--- src/rtl/calc_seq_ctrl_if.sv ---
// rtl/calc_seq_ctrl_if.sv - key/switch inputs, ALU handshake and display bundle for calc_seq_ctrl
//
// Purpose: groups every non-clock/reset signal of the calculator sequencer.
// Signals:
//   in_number[3:0]  switch value sampled on accepted key presses
//   k_1/k_2/k_3     raw keys: capture A, capture B, execute
//   k_clr           raw clear key
//   alu_done        one-cycle ALU completion pulse
//   alu_err         ALU error flag, valid with alu_done
//   alu_result[7:0] ALU result, valid with alu_done
//   reg_1/reg_2     operands A and B
//   op[1:0]         operation code
//   alu_start       one-cycle ALU start pulse
//   result[7:0]     last good result
//   disp_data[7:0]  value routed to the display
//   contr[2:0]      display mode (0 A, 1 B, 2 op, 3 result, 4 error)
//   led[2:0]        progress/status LEDs
// Modports: master = sequencer side, slave = panel/ALU side.
interface calc_seq_ctrl_if;
  logic [3:0] in_number;
  logic       k_1;
  logic       k_2;
  logic       k_3;
  logic       k_clr;
  logic       alu_done;
  logic       alu_err;
  logic [7:0] alu_result;
  logic [3:0] reg_1;
  logic [3:0] reg_2;
  logic [1:0] op;
  logic       alu_start;
  logic [7:0] result;
  logic [7:0] disp_data;
  logic [2:0] contr;
  logic [2:0] led;

  modport master (
    input  in_number, k_1, k_2, k_3, k_clr, alu_done, alu_err, alu_result,
    output reg_1, reg_2, op, alu_start, result, disp_data, contr, led
  );

  modport slave (
    output in_number, k_1, k_2, k_3, k_clr, alu_done, alu_err, alu_result,
    input  reg_1, reg_2, op, alu_start, result, disp_data, contr, led
  );
endinterface

--- src/rtl/calc_seq_ctrl.sv ---
// rtl/calc_seq_ctrl.sv - calculator sequencer: key debounce, operand capture, ALU handshake, display select
//
// Purpose: debounces the four front-panel keys, captures operands and opcode
// from the switches, launches the ALU and routes the display/LEDs.
// Ports:
//   i_clk    system clock, rising edge
//   i_rst_n  asynchronous active-low reset
//   io_bus   calc_seq_ctrl_if.master (keys, switches, ALU handshake, display, LEDs)
module calc_seq_ctrl #(
  parameter int DEBOUNCE_CYCLES = 16,
  parameter int TIMEOUT_CYCLES  = 64
) (
  input logic             i_clk,
  input logic             i_rst_n,
  calc_seq_ctrl_if.master io_bus
);

  localparam int DW = $clog2(DEBOUNCE_CYCLES + 1);
  localparam int TW = $clog2(TIMEOUT_CYCLES + 1);

  typedef enum logic [2:0] {S_A, S_B, S_OP, S_BUSY, S_RES, S_ERR} state_t;

  // Key index: 0 = k_1, 1 = k_2, 2 = k_3, 3 = k_clr
  logic [3:0]    w_raw;
  logic [3:0]    r_sync1;
  logic [3:0]    r_sync2;
  logic [3:0]    r_level;
  logic [3:0]    r_press;
  logic [DW-1:0] r_db_cnt [4];

  assign w_raw = {io_bus.k_clr, io_bus.k_3, io_bus.k_2, io_bus.k_1};

  // r_db_cnt counts consecutive samples that disagree with the accepted
  // level; holding at DEBOUNCE_CYCLES for one cycle flips the level and
  // emits the press pulse on a rising acceptance only.
  always_ff @(posedge i_clk or negedge i_rst_n) begin
    if (!i_rst_n) begin
      r_sync1 <= '0;
      r_sync2 <= '0;
      r_level <= '0;
      r_press <= '0;
      for (int i = 0; i < 4; i++) r_db_cnt[i] <= '0;
    end else begin
      r_sync1 <= w_raw;
      r_sync2 <= r_sync1;
      for (int i = 0; i < 4; i++) begin
        r_press[i] <= 1'b0;
        if (r_db_cnt[i] == DW'(DEBOUNCE_CYCLES)) begin
          r_level[i]  <= ~r_level[i];
          r_press[i]  <= ~r_level[i];
          r_db_cnt[i] <= '0;
        end else if (r_sync2[i] != r_level[i]) begin
          r_db_cnt[i] <= r_db_cnt[i] + DW'(1);
        end else begin
          r_db_cnt[i] <= '0;
        end
      end
    end
  end

  // Same-cycle presses: clear beats k_1 beats k_2 beats k_3
  logic w_clr, w_p1, w_p2, w_p3;
  assign w_clr = r_press[3];
  assign w_p1  = r_press[0] & ~r_press[3];
  assign w_p2  = r_press[1] & ~r_press[3] & ~r_press[0];
  assign w_p3  = r_press[2] & ~r_press[3] & ~r_press[0] & ~r_press[1];

  state_t        r_state, w_state_nxt;
  logic [3:0]    r_reg_1, w_reg_1_nxt;
  logic [3:0]    r_reg_2, w_reg_2_nxt;
  logic [1:0]    r_op, w_op_nxt;
  logic [7:0]    r_result, w_result_nxt;
  logic          r_alu_start, w_alu_start_nxt;
  logic [TW-1:0] r_tmo, w_tmo_nxt;

  always_ff @(posedge i_clk or negedge i_rst_n) begin
    if (!i_rst_n) begin
      r_state     <= S_A;
      r_reg_1     <= '0;
      r_reg_2     <= '0;
      r_op        <= '0;
      r_result    <= '0;
      r_alu_start <= 1'b0;
      r_tmo       <= '0;
    end else begin
      r_state     <= w_state_nxt;
      r_reg_1     <= w_reg_1_nxt;
      r_reg_2     <= w_reg_2_nxt;
      r_op        <= w_op_nxt;
      r_result    <= w_result_nxt;
      r_alu_start <= w_alu_start_nxt;
      r_tmo       <= w_tmo_nxt;
    end
  end

  always_comb begin
    w_state_nxt     = r_state;
    w_reg_1_nxt     = r_reg_1;
    w_reg_2_nxt     = r_reg_2;
    w_op_nxt        = r_op;
    w_result_nxt    = r_result;
    w_alu_start_nxt = 1'b0;
    w_tmo_nxt       = r_tmo;
    if (w_clr) begin
      w_state_nxt  = S_A;
      w_reg_1_nxt  = '0;
      w_reg_2_nxt  = '0;
      w_op_nxt     = '0;
      w_result_nxt = '0;
    end else begin
      case (r_state)
        S_A: begin
          if (w_p1) begin
            w_reg_1_nxt = io_bus.in_number;
            w_state_nxt = S_B;
          end
        end
        S_B: begin
          if (w_p1) begin
            w_reg_1_nxt = io_bus.in_number;
          end else if (w_p2) begin
            w_reg_2_nxt = io_bus.in_number;
            w_state_nxt = S_OP;
          end
        end
        S_OP: begin
          if (w_p3) begin
            w_op_nxt        = io_bus.in_number[1:0];
            w_alu_start_nxt = 1'b1;
            w_tmo_nxt       = '0;
            w_state_nxt     = S_BUSY;
          end else if (w_p2) begin
            w_reg_2_nxt = io_bus.in_number;
          end
        end
        S_BUSY: begin
          // alu_done is ignored in the start cycle itself
          if (!r_alu_start && io_bus.alu_done) begin
            if (io_bus.alu_err) begin
              w_state_nxt = S_ERR;
            end else begin
              w_result_nxt = io_bus.alu_result;
              w_state_nxt  = S_RES;
            end
          end else if (r_tmo == TW'(TIMEOUT_CYCLES - 1)) begin
            w_state_nxt = S_ERR;
          end else begin
            w_tmo_nxt = r_tmo + TW'(1);
          end
        end
        S_RES: begin
          if (w_p1) begin
            w_reg_1_nxt = io_bus.in_number;
            w_state_nxt = S_B;
          end else if (w_p3) begin
            w_op_nxt        = io_bus.in_number[1:0];
            w_alu_start_nxt = 1'b1;
            w_tmo_nxt       = '0;
            w_state_nxt     = S_BUSY;
          end
        end
        S_ERR: begin
          if (w_p1) begin
            w_reg_1_nxt = io_bus.in_number;
            w_state_nxt = S_B;
          end
        end
        default: w_state_nxt = S_A;
      endcase
    end
  end

  logic [2:0] w_contr;
  logic [2:0] w_led;
  logic [7:0] w_disp;

  always_comb begin
    w_contr = 3'd0;
    w_led   = 3'b001;
    case (r_state)
      S_A:     begin w_contr = 3'd0; w_led = 3'b001; end
      S_B:     begin w_contr = 3'd1; w_led = 3'b010; end
      S_OP:    begin w_contr = 3'd2; w_led = 3'b100; end
      S_BUSY:  begin w_contr = 3'd2; w_led = 3'b111; end
      S_RES:   begin w_contr = 3'd3; w_led = 3'b000; end
      S_ERR:   begin w_contr = 3'd4; w_led = 3'b101; end
      default: begin w_contr = 3'd0; w_led = 3'b001; end
    endcase
  end

  always_comb begin
    w_disp = 8'h00;
    case (w_contr)
      3'd0:    w_disp = {4'b0, r_reg_1};
      3'd1:    w_disp = {4'b0, r_reg_2};
      3'd2:    w_disp = {6'b0, r_op};
      3'd3:    w_disp = r_result;
      default: w_disp = 8'h00;
    endcase
  end

  assign io_bus.reg_1     = r_reg_1;
  assign io_bus.reg_2     = r_reg_2;
  assign io_bus.op        = r_op;
  assign io_bus.alu_start = r_alu_start;
  assign io_bus.result    = r_result;
  assign io_bus.disp_data = w_disp;
  assign io_bus.contr     = w_contr;
  assign io_bus.led       = w_led;

endmodule
--- src/flat_wrapper.sv ---
// flat-port wrapper written by rule: the top's interface ports become plain ports
module calc_seq_ctrl_flat 
#(
  parameter int DEBOUNCE_CYCLES = 16,
  parameter int TIMEOUT_CYCLES  = 64
)
  (i_clk, i_rst_n, io_bus_in_number, io_bus_k_1, io_bus_k_2, io_bus_k_3, io_bus_k_clr, io_bus_alu_done, io_bus_alu_err, io_bus_alu_result, io_bus_reg_1, io_bus_reg_2, io_bus_op, io_bus_alu_start, io_bus_result, io_bus_disp_data, io_bus_contr, io_bus_led);
  calc_seq_ctrl_if io_bus_i ();
  input logic i_clk;
  input logic i_rst_n;
  input wire logic [$bits(io_bus_i.in_number)-1:0] io_bus_in_number;
  input wire logic [$bits(io_bus_i.k_1)-1:0] io_bus_k_1;
  input wire logic [$bits(io_bus_i.k_2)-1:0] io_bus_k_2;
  input wire logic [$bits(io_bus_i.k_3)-1:0] io_bus_k_3;
  input wire logic [$bits(io_bus_i.k_clr)-1:0] io_bus_k_clr;
  input wire logic [$bits(io_bus_i.alu_done)-1:0] io_bus_alu_done;
  input wire logic [$bits(io_bus_i.alu_err)-1:0] io_bus_alu_err;
  input wire logic [$bits(io_bus_i.alu_result)-1:0] io_bus_alu_result;
  output wire logic [$bits(io_bus_i.reg_1)-1:0] io_bus_reg_1;
  output wire logic [$bits(io_bus_i.reg_2)-1:0] io_bus_reg_2;
  output wire logic [$bits(io_bus_i.op)-1:0] io_bus_op;
  output wire logic [$bits(io_bus_i.alu_start)-1:0] io_bus_alu_start;
  output wire logic [$bits(io_bus_i.result)-1:0] io_bus_result;
  output wire logic [$bits(io_bus_i.disp_data)-1:0] io_bus_disp_data;
  output wire logic [$bits(io_bus_i.contr)-1:0] io_bus_contr;
  output wire logic [$bits(io_bus_i.led)-1:0] io_bus_led;
  assign io_bus_i.in_number = io_bus_in_number;
  assign io_bus_i.k_1 = io_bus_k_1;
  assign io_bus_i.k_2 = io_bus_k_2;
  assign io_bus_i.k_3 = io_bus_k_3;
  assign io_bus_i.k_clr = io_bus_k_clr;
  assign io_bus_i.alu_done = io_bus_alu_done;
  assign io_bus_i.alu_err = io_bus_alu_err;
  assign io_bus_i.alu_result = io_bus_alu_result;
  assign io_bus_reg_1 = io_bus_i.reg_1;
  assign io_bus_reg_2 = io_bus_i.reg_2;
  assign io_bus_op = io_bus_i.op;
  assign io_bus_alu_start = io_bus_i.alu_start;
  assign io_bus_result = io_bus_i.result;
  assign io_bus_disp_data = io_bus_i.disp_data;
  assign io_bus_contr = io_bus_i.contr;
  assign io_bus_led = io_bus_i.led;
  calc_seq_ctrl #(.DEBOUNCE_CYCLES(DEBOUNCE_CYCLES), .TIMEOUT_CYCLES(TIMEOUT_CYCLES)) u_core (.i_clk(i_clk), .i_rst_n(i_rst_n), .io_bus(io_bus_i));
endmodule
--- config.mk ---
export PLATFORM = sky130hd
export DESIGN_NAME = calc_seq_ctrl_flat
export DESIGN_NICKNAME = d
export VERILOG_FILES = /design/src/rtl/calc_seq_ctrl_if.sv /design/src/rtl/calc_seq_ctrl.sv /design/src/flat_wrapper.sv
export SDC_FILE = /design/constraint.sdc
export NUM_CORES = 1
export LEC_CHECK = 0
export CORE_MARGIN = 3
export CORE_UTILIZATION = 48
export CTS_BUF_LIST = sky130_fd_sc_hd__clkbuf_8
export CTS_CLUSTER_DIAMETER = 150
export DETAILED_ROUTE_END_ITERATION = 12
export PLACE_DENSITY = 0.73
export SETUP_SLACK_MARGIN = 0.02
export SLEW_MARGIN = 15
export SYNTH_ARGS = -nofsm -noshare
export SYNTH_HDL_FRONTEND = slang
export SYNTH_SLANG_ARGS = --single-unit
--- constraint.sdc ---
create_clock -name i_clk -period 2.3 [get_ports i_clk]
set_input_delay 0.23 -clock i_clk [delete_from_list [all_inputs] [get_ports i_clk]]
set_output_delay 0.23 -clock i_clk [all_outputs]
set_load 0.1 [all_outputs]
==> results.py, run 1 <==
metrics = {
    "run_status": {
        "status": "completed",
    },
    "yosys": {
        "async_reset_ff_share_pct": 100.0,
        "syn_nets": 322,
        "seq_area_frac_synth_pct": 51.69,
        "synth_top_family_by_area": "simple AND/OR/NAND/NOR gates",
        "synthMuxAreaShare_pct": 6.441,
        "synth_compound_area_share_pct": 9.503,
        "synth_xor_area_share_pct": 6.123,
        "synthTopCellsByArea": "dfrtp_1 (52%), mux2i_1 (5.7%), nor2_1 (4.4%)",
        "ys_types": 49,
        "synth_top_area_share_pct": 51.69,
        "synth-simple-area-share_pct": 19.05,
        "synth-seq-cells": 65,
        "syn_inst": 293,
        "synth_warnings": 0,
        "syn_area_um2": 3147,
        "synth_area_leader_cell": "dfrtp_1",
        "synth-edff-count": 0,
        "synth.avg_cell_area_um2": 10.74,
        "synthAdderAreaFrac_pct": 3.579,
        "ys.flop_type": "dfrtp_1",
    },
    "worst_setup_path": {
        "required_ns": 2.07,
        "cpMaxStageDelayCell": "dfrtp_2",
        "crit_fanout": 13,
        "cp_slowest_stage_delay_ns": 0.52,
        "crit_family": "flip-flops",
        "arrival_ns": 1.89,
        "crit_chain": "nand2b_1 > inv_2 > a221oi_2 > a21oi_4 > buf_12",
        "end_kind": "primary output",
        "crit_buf_inv": 2,
        "worst-setup-path-type": "reg2out",
        "crit_path_start_kind": "flip-flop",
    },
    "timing": {
        "fin_setup_tns_ns": 0,
        "fmax_ghz": 0.4707,
        "fin_crit_ns": 2.125,
        "drv_slew": 0,
        "fin_crit_sh_pct": 92.37,
        "rsz0062_at_grt": "false",
        "skew_ns": 0.01050,
        "slew_headroom_pct": 56.87,
        "setup_ws_ns": 0.1755,
        "setup_viol": 0,
        "finalHoldViolations": 0,
        "tightest_slew_ns": 0.6470,
    },
    "grt": {
        "grt_pass1_wl_um": 10770,
        "grt_util_met1_pct": 27.10,
        "globalRoute.totalOverflow": 0,
        "grt.busiest_layer": "met1",
        "grt_use_total_pct": 18.51,
        "met2_usage_pct": 26.78,
        "met3_usage_pct": 4.068,
        "antenna_found_initial": 0,
        "grt_max_degree": 66,
        "first_global_vias": 2154,
    },
    "routing": {
        "wl_um": 6375,
        "ant_nets": 0,
        "routedWlPerCell_um": 14.89,
        "drtPass1Iterations": 4,
        "dr_total_vias": 2293,
        "drc_errors": 0,
        "via_per_inst": 5.357,
        "first_iter_violations": 191,
    },
    "min_path": {
        "hold_path.class": "in2reg",
    },
    "die": {
        "ios": 53,
        "die_area_um2": 7563,
        "row_count": 28,
        "coreArea_um2": 6131,
        "fp.dieW_um": 86.97,
        "initial_core_util_pct": 51.33,
        "die_h_um": 86.97,
    },
    "clock_tree": {
        "clock_tree.root_cell": "clkbuf_8",
        "htreeDepth": 3,
        "clock_sinks": 65,
        "clkTransAtPathRegs_ns": 0.07,
        "cts_made_buffers": 9,
        "cts_tree": "yes",
        "cts_buffer_depth": 2,
        "clkLatencyLatePin_ns": 0.34,
    },
    "finish": {
        "final_cell_mix": "dfrtp_1 (64), nor2_1 (37), buf_4 (22), nand3_1 (19)",
        "syn2layout_area_growth_pct": 29.94,
        "fin_area_um2": 4089,
        "utilization_pct": 66.69,
        "final_common_cell": "dfrtp_1",
        "drive_above_1_share_pct": 20.68,
        "antenna_cells": 0,
        "nets": 378,
    },
    "placed_design": {
        "hpwlAfterDp_um": 4576,
        "placed_cell_area_um2": 3871,
        "gp_congestion": 0.8390,
        "place_ws_ns": 0.3066,
        "port_buffers": 52,
    },
    "job": {
        "cap_violations": 0,
    },
    "power_and_ir_drop": {
        "p_total_mw": 2.437,
        "power_leakage_nw": 1.952,
        "vdd_ir_drop_max_uv": 411.3,
        "powerDensity_nw_per_um2": 596.1,
    },
}
[layout make-up]
class	instances	area, um2
multi-input combinational	203	1464
inverter	13	48.80
tap	75	93.84
sequential	65	1628
clock buffer	10	137.6
timing repair buffer	57	660.6
fill	466	2042
clock inverter	5	56.30
[synth_stat cells (all sizes together) (2+ instances only)]
library cell	number
nor4b	2
nand3b	2
o21ai	5
buf	8
a21oi	12
mux2i	18
o31ai	2
nand2	13
a221oi	2
and2	6
a22o	9
nor2b	3
clkbuf	4
and3	5
inv	13
nand4bb	2
ha	9
nor3	2
xor2	14
mux2	2
dfrtp	65
nor2	38
or4	2
nand3	19
a31oi	3
a211o	2
nand2b	9
xnor2	8
[state kept, by name, indices dropped and copies added (netlist names), 4 cells and up]
register,cells
u_core.r_sync2,4
u_core.r_db_cnt,20
u_core.io_bus.result,8
u_core.io_bus.reg_1,4
u_core.r_sync1,4
u_core.r_press,4
u_core.r_level,4
u_core.io_bus.reg_2,4
u_core.r_tmo,7
[power by group]
part / leakage, nW / switching (mW) / internal (mW)
registers: 0.824 / 0.0326 / 1.18
clock network: 0.0981 / 0.434 / 0.522
logic: 1.03 / 0.173 / 0.0976
[worst reg2reg max path, cell delays in order, from the launching register on]
cell	delay, ns
dfrtp_1	0.62
nor4b_4	0.43
nand3_1	0.41
mux2i_1	0.29
nor2_1	0.07
[final timing paths]
kind / cells after the start / start / slack, ns / endpoint
setup / recovery: 5 / u_core.r_state[2] / 0.18 / io_bus_disp_data[1]
hold reg to reg: 0 / u_core.r_sync1[2] / 0.35 / u_core.r_sync2[2]
hold / removal: 1 / io_bus_k_clr / 0.33 / u_core.r_sync1[3]
max in group asynchronous: 3 / i_rst_n / 1.59 / u_core.r_db_cnt[12]
setup reg to reg: 4 / u_core.r_press[3] / 0.34 / u_core.io_bus.op[1]
min in group asynchronous: 3 / i_rst_n / 0.42 / u_core.io_bus.alu_start
[logic make-up after synthesis]
kind of cell | count (synthesis)
AND/OR/NAND/NOR | 110
XOR/XNOR | 22
buffers and inverters | 25
multiplexers | 20
adder cells (fa/ha/maj) | 9
flip-flops | 65
AO/OA/AOI/OAI | 42
[stage by stage]
step | cells | hold WS, ns
after global routing | 428 | 0.3065
after floorplan | 293 | -0.06559
final | 428 | 0.3270
after CTS | 428 | 0.3140
after detailed placement | 412 | 0.2704
after global placement | 412 | 0.2704
[layer usage]
metal / up-vias / wire length (um)
met4: 0 / 89
met5: - / 0
li1: 1129 / -
met1: 1098 / 3054
met2: 57 / 2907
met3: 9 / 323
[repair_timing]
item	CTS	global route
buffers inserted	0	0
hold buffers	1	0
setup endpoints to repair	2	2
resized for setup	1	2
endpoints found under the hold margin	65	0
Power figures use the tool's default switching activity.
==> inputs of run 2 (changes only) <==
--- a/config.mk
+++ b/config.mk
@@ -12,6 +12,7 @@
 export DETAILED_ROUTE_END_ITERATION = 12
 export PLACE_DENSITY = 0.73
 export SETUP_SLACK_MARGIN = 0.02
+export SKIP_LAST_GASP = 1
 export SLEW_MARGIN = 15
 export SYNTH_ARGS = -nofsm -noshare
 export SYNTH_HDL_FRONTEND = slang
==> results of run 2 <==
The final DEF is identical to that of run 1; final timing and power are the same.
==> inputs of run 3 (changes only) <==
--- a/config.mk
+++ b/config.mk
@@ -7,7 +7,6 @@
 export LEC_CHECK = 0
 export CORE_MARGIN = 3
 export CORE_UTILIZATION = 48
-export CTS_BUF_LIST = sky130_fd_sc_hd__clkbuf_8
 export CTS_CLUSTER_DIAMETER = 150
 export DETAILED_ROUTE_END_ITERATION = 12
 export PLACE_DENSITY = 0.73
==> results of run 3 <==
The final DEF is identical to that of run 1; final timing and power are the same.
==> variant, RTL diff (config.mk and constraints of run 3) <==
`TIMEOUT_CYCLES` is set to 64 in 2 places; all go to 32.
--- a/src/rtl/calc_seq_ctrl.sv
+++ b/src/rtl/calc_seq_ctrl.sv
@@ -8,7 +8,7 @@
 //   io_bus   calc_seq_ctrl_if.master (keys, switches, ALU handshake, display, LEDs)
 module calc_seq_ctrl #(
   parameter int DEBOUNCE_CYCLES = 16,
-  parameter int TIMEOUT_CYCLES  = 64
+  parameter int TIMEOUT_CYCLES  = 32
 ) (
   input logic             i_clk,
   input logic             i_rst_n,
--- a/src/flat_wrapper.sv
+++ b/src/flat_wrapper.sv
@@ -2,7 +2,7 @@
 module calc_seq_ctrl_flat 
 #(
   parameter int DEBOUNCE_CYCLES = 16,
-  parameter int TIMEOUT_CYCLES  = 64
+  parameter int TIMEOUT_CYCLES  = 32
 )
   (i_clk, i_rst_n, io_bus_in_number, io_bus_k_1, io_bus_k_2, io_bus_k_3, io_bus_k_clr, io_bus_alu_done, io_bus_alu_err, io_bus_alu_result, io_bus_reg_1, io_bus_reg_2, io_bus_op, io_bus_alu_start, io_bus_result, io_bus_disp_data, io_bus_contr, io_bus_led);
   calc_seq_ctrl_if io_bus_i ();
Check against the original RTL: no difference found for any inputs over 10 cycles, from zero or initial values and one cycle with i_rst_n low; that may be too few to reach the edited logic, so the function may still have changed.
==> variant against run 3 <==
Synthesized cell count fell by 5.8%; setup slack got worse by 87 ps; clock skew fell by 1.7 ps; sequential cell count fell by 1; largest cell class unchanged; design area fell by 1.6%; cell count fell by 2.8%; non-clock buffer count rose by 3; synthesized area fell by 4.7%; fmax fell by 3.9%; wire length fell by 8.8%.
Power is not compared: it rests on default switching activity, and its combinational part moved more than twofold at a synthesized area within 25%.
==> variant: results <==
group,metric,value,unit
final_layout,seq_area_share,39.8,%
placement,dp_hpwl,4.38,mm
routing,via_per_inst,5.26,
placement,postPlaceCellArea,3760,µm²
final_layout,n_antenna_cell,0,
routing,wl_met2,2.77,mm
synthesis,synth_compound_area_share,10.7,%
placement,place_congestion,0.811,
routing,drtIter0Drc,106,
routing,drt-met1-wl,2.61,mm
synthesis,synthXorXnorAreaFrac,6.13,%
final_layout,multi_input_cells,189,
setup_path,critPathMaxStageDelay,470,ps
synthesis,synth_mux_area_share,5.34,%
final_layout,nonClkBufAreaFrac,17.0,%
setup_path,r2r_end,"u_core.r_tmo[5]",
routing,num_vias,2187,
final_layout,post-route-util,67.2,%
global_route,grt_pass1_wl,10.2,mm
pwr,seq_power_share,30.4,%
final_layout,nNonClkInverters,12,
setup_path,crit_arrival,1980,ps
pwr,vdd_drop_max,0.000890,V
synthesis,synth_area_per_cell,10.9,µm²
clocking,postCtsHoldBufs,1,
setup_path,r2r_slack,370,ps
synthesis,syn-num-nets,305,
global_route,grt_usage,17.8,%
timing,skew,8.79,ps
synthesis,synthAdderAreaFrac,3.75,%
final_layout,clk_share,6.31,%
synthesis,ys_seq_elements,64,
final_layout,final_nets,365,
final_layout,drive_gt1_share,21.1,%
setup_path,rr_worst_depth,5,
final_layout,n_clock_buffer,11,
timing,relSlewSlack,62.5,%
global_route,gr-usage-met2,28.2,%
synthesis,seq_area_frac_synth,53.4,%
global_route,groute.layer.met3.usage,4.17,%
setup_path,r2r_start,"u_core.r_tmo[0]",
placement,dp.cells,399,
synthesis,synth_cell_types,38,
synthesis,synth_commonest_cells,"dfrtp_1, nor2_1, mux2i_1",
final_layout,fillers,445,
final_layout,multi_input_area,1340,µm²
outcome,status,"finished clean",
final_layout,final_area,4030,µm²
global_route,grt_max_degree,42,
placement,dpl_worst_slack,295,ps
synthesis,synth_area_leaders,"dfrtp_1, mux2i_1, nor2_1",
global_route,grt_use_met1,22.6,%
routing,routed_wl,5.81,mm
setup_path,path_max_fanout,11,
routing,routed-wl-met3,304,µm
global_route,grt_pass1_vias,2271,
variant: cell count changes after synthesis, moves of 3 or more:
cell / before / now
o21ai_0: 5 / 8
or3_1: 0 / 3
nand3_1: 19 / 14
a21oi_1: 12 / 15
nand2b_1: 9 / 4
nand2_1: 13 / 10
nor2_1: 37 / 42
variant: worst min path at each step:
stage	cells after the start	start	endpoint	slack [ps]
2_1_floorplan	0	i_rst_n	u_core.io_bus.alu_start	-70
3_3_place_gp	1	i_rst_n	u_core.r_db_cnt[10]	260
3_5_place_dp	1	i_rst_n	u_core.r_db_cnt[14]	260
4_1_cts	1	io_bus_k_3	u_core.r_sync1[2]	320
5_1_grt	1	io_bus_k_3	u_core.r_sync1[2]	320
6_report	1	io_bus_k_3	u_core.r_sync1[2]	340
variant: critical path: cells and delay by family (launching register included):
family	cells	cell delay, ps
simple gates	1	300
flops	1	470
compound gates	2	480
buf+inv	2	400
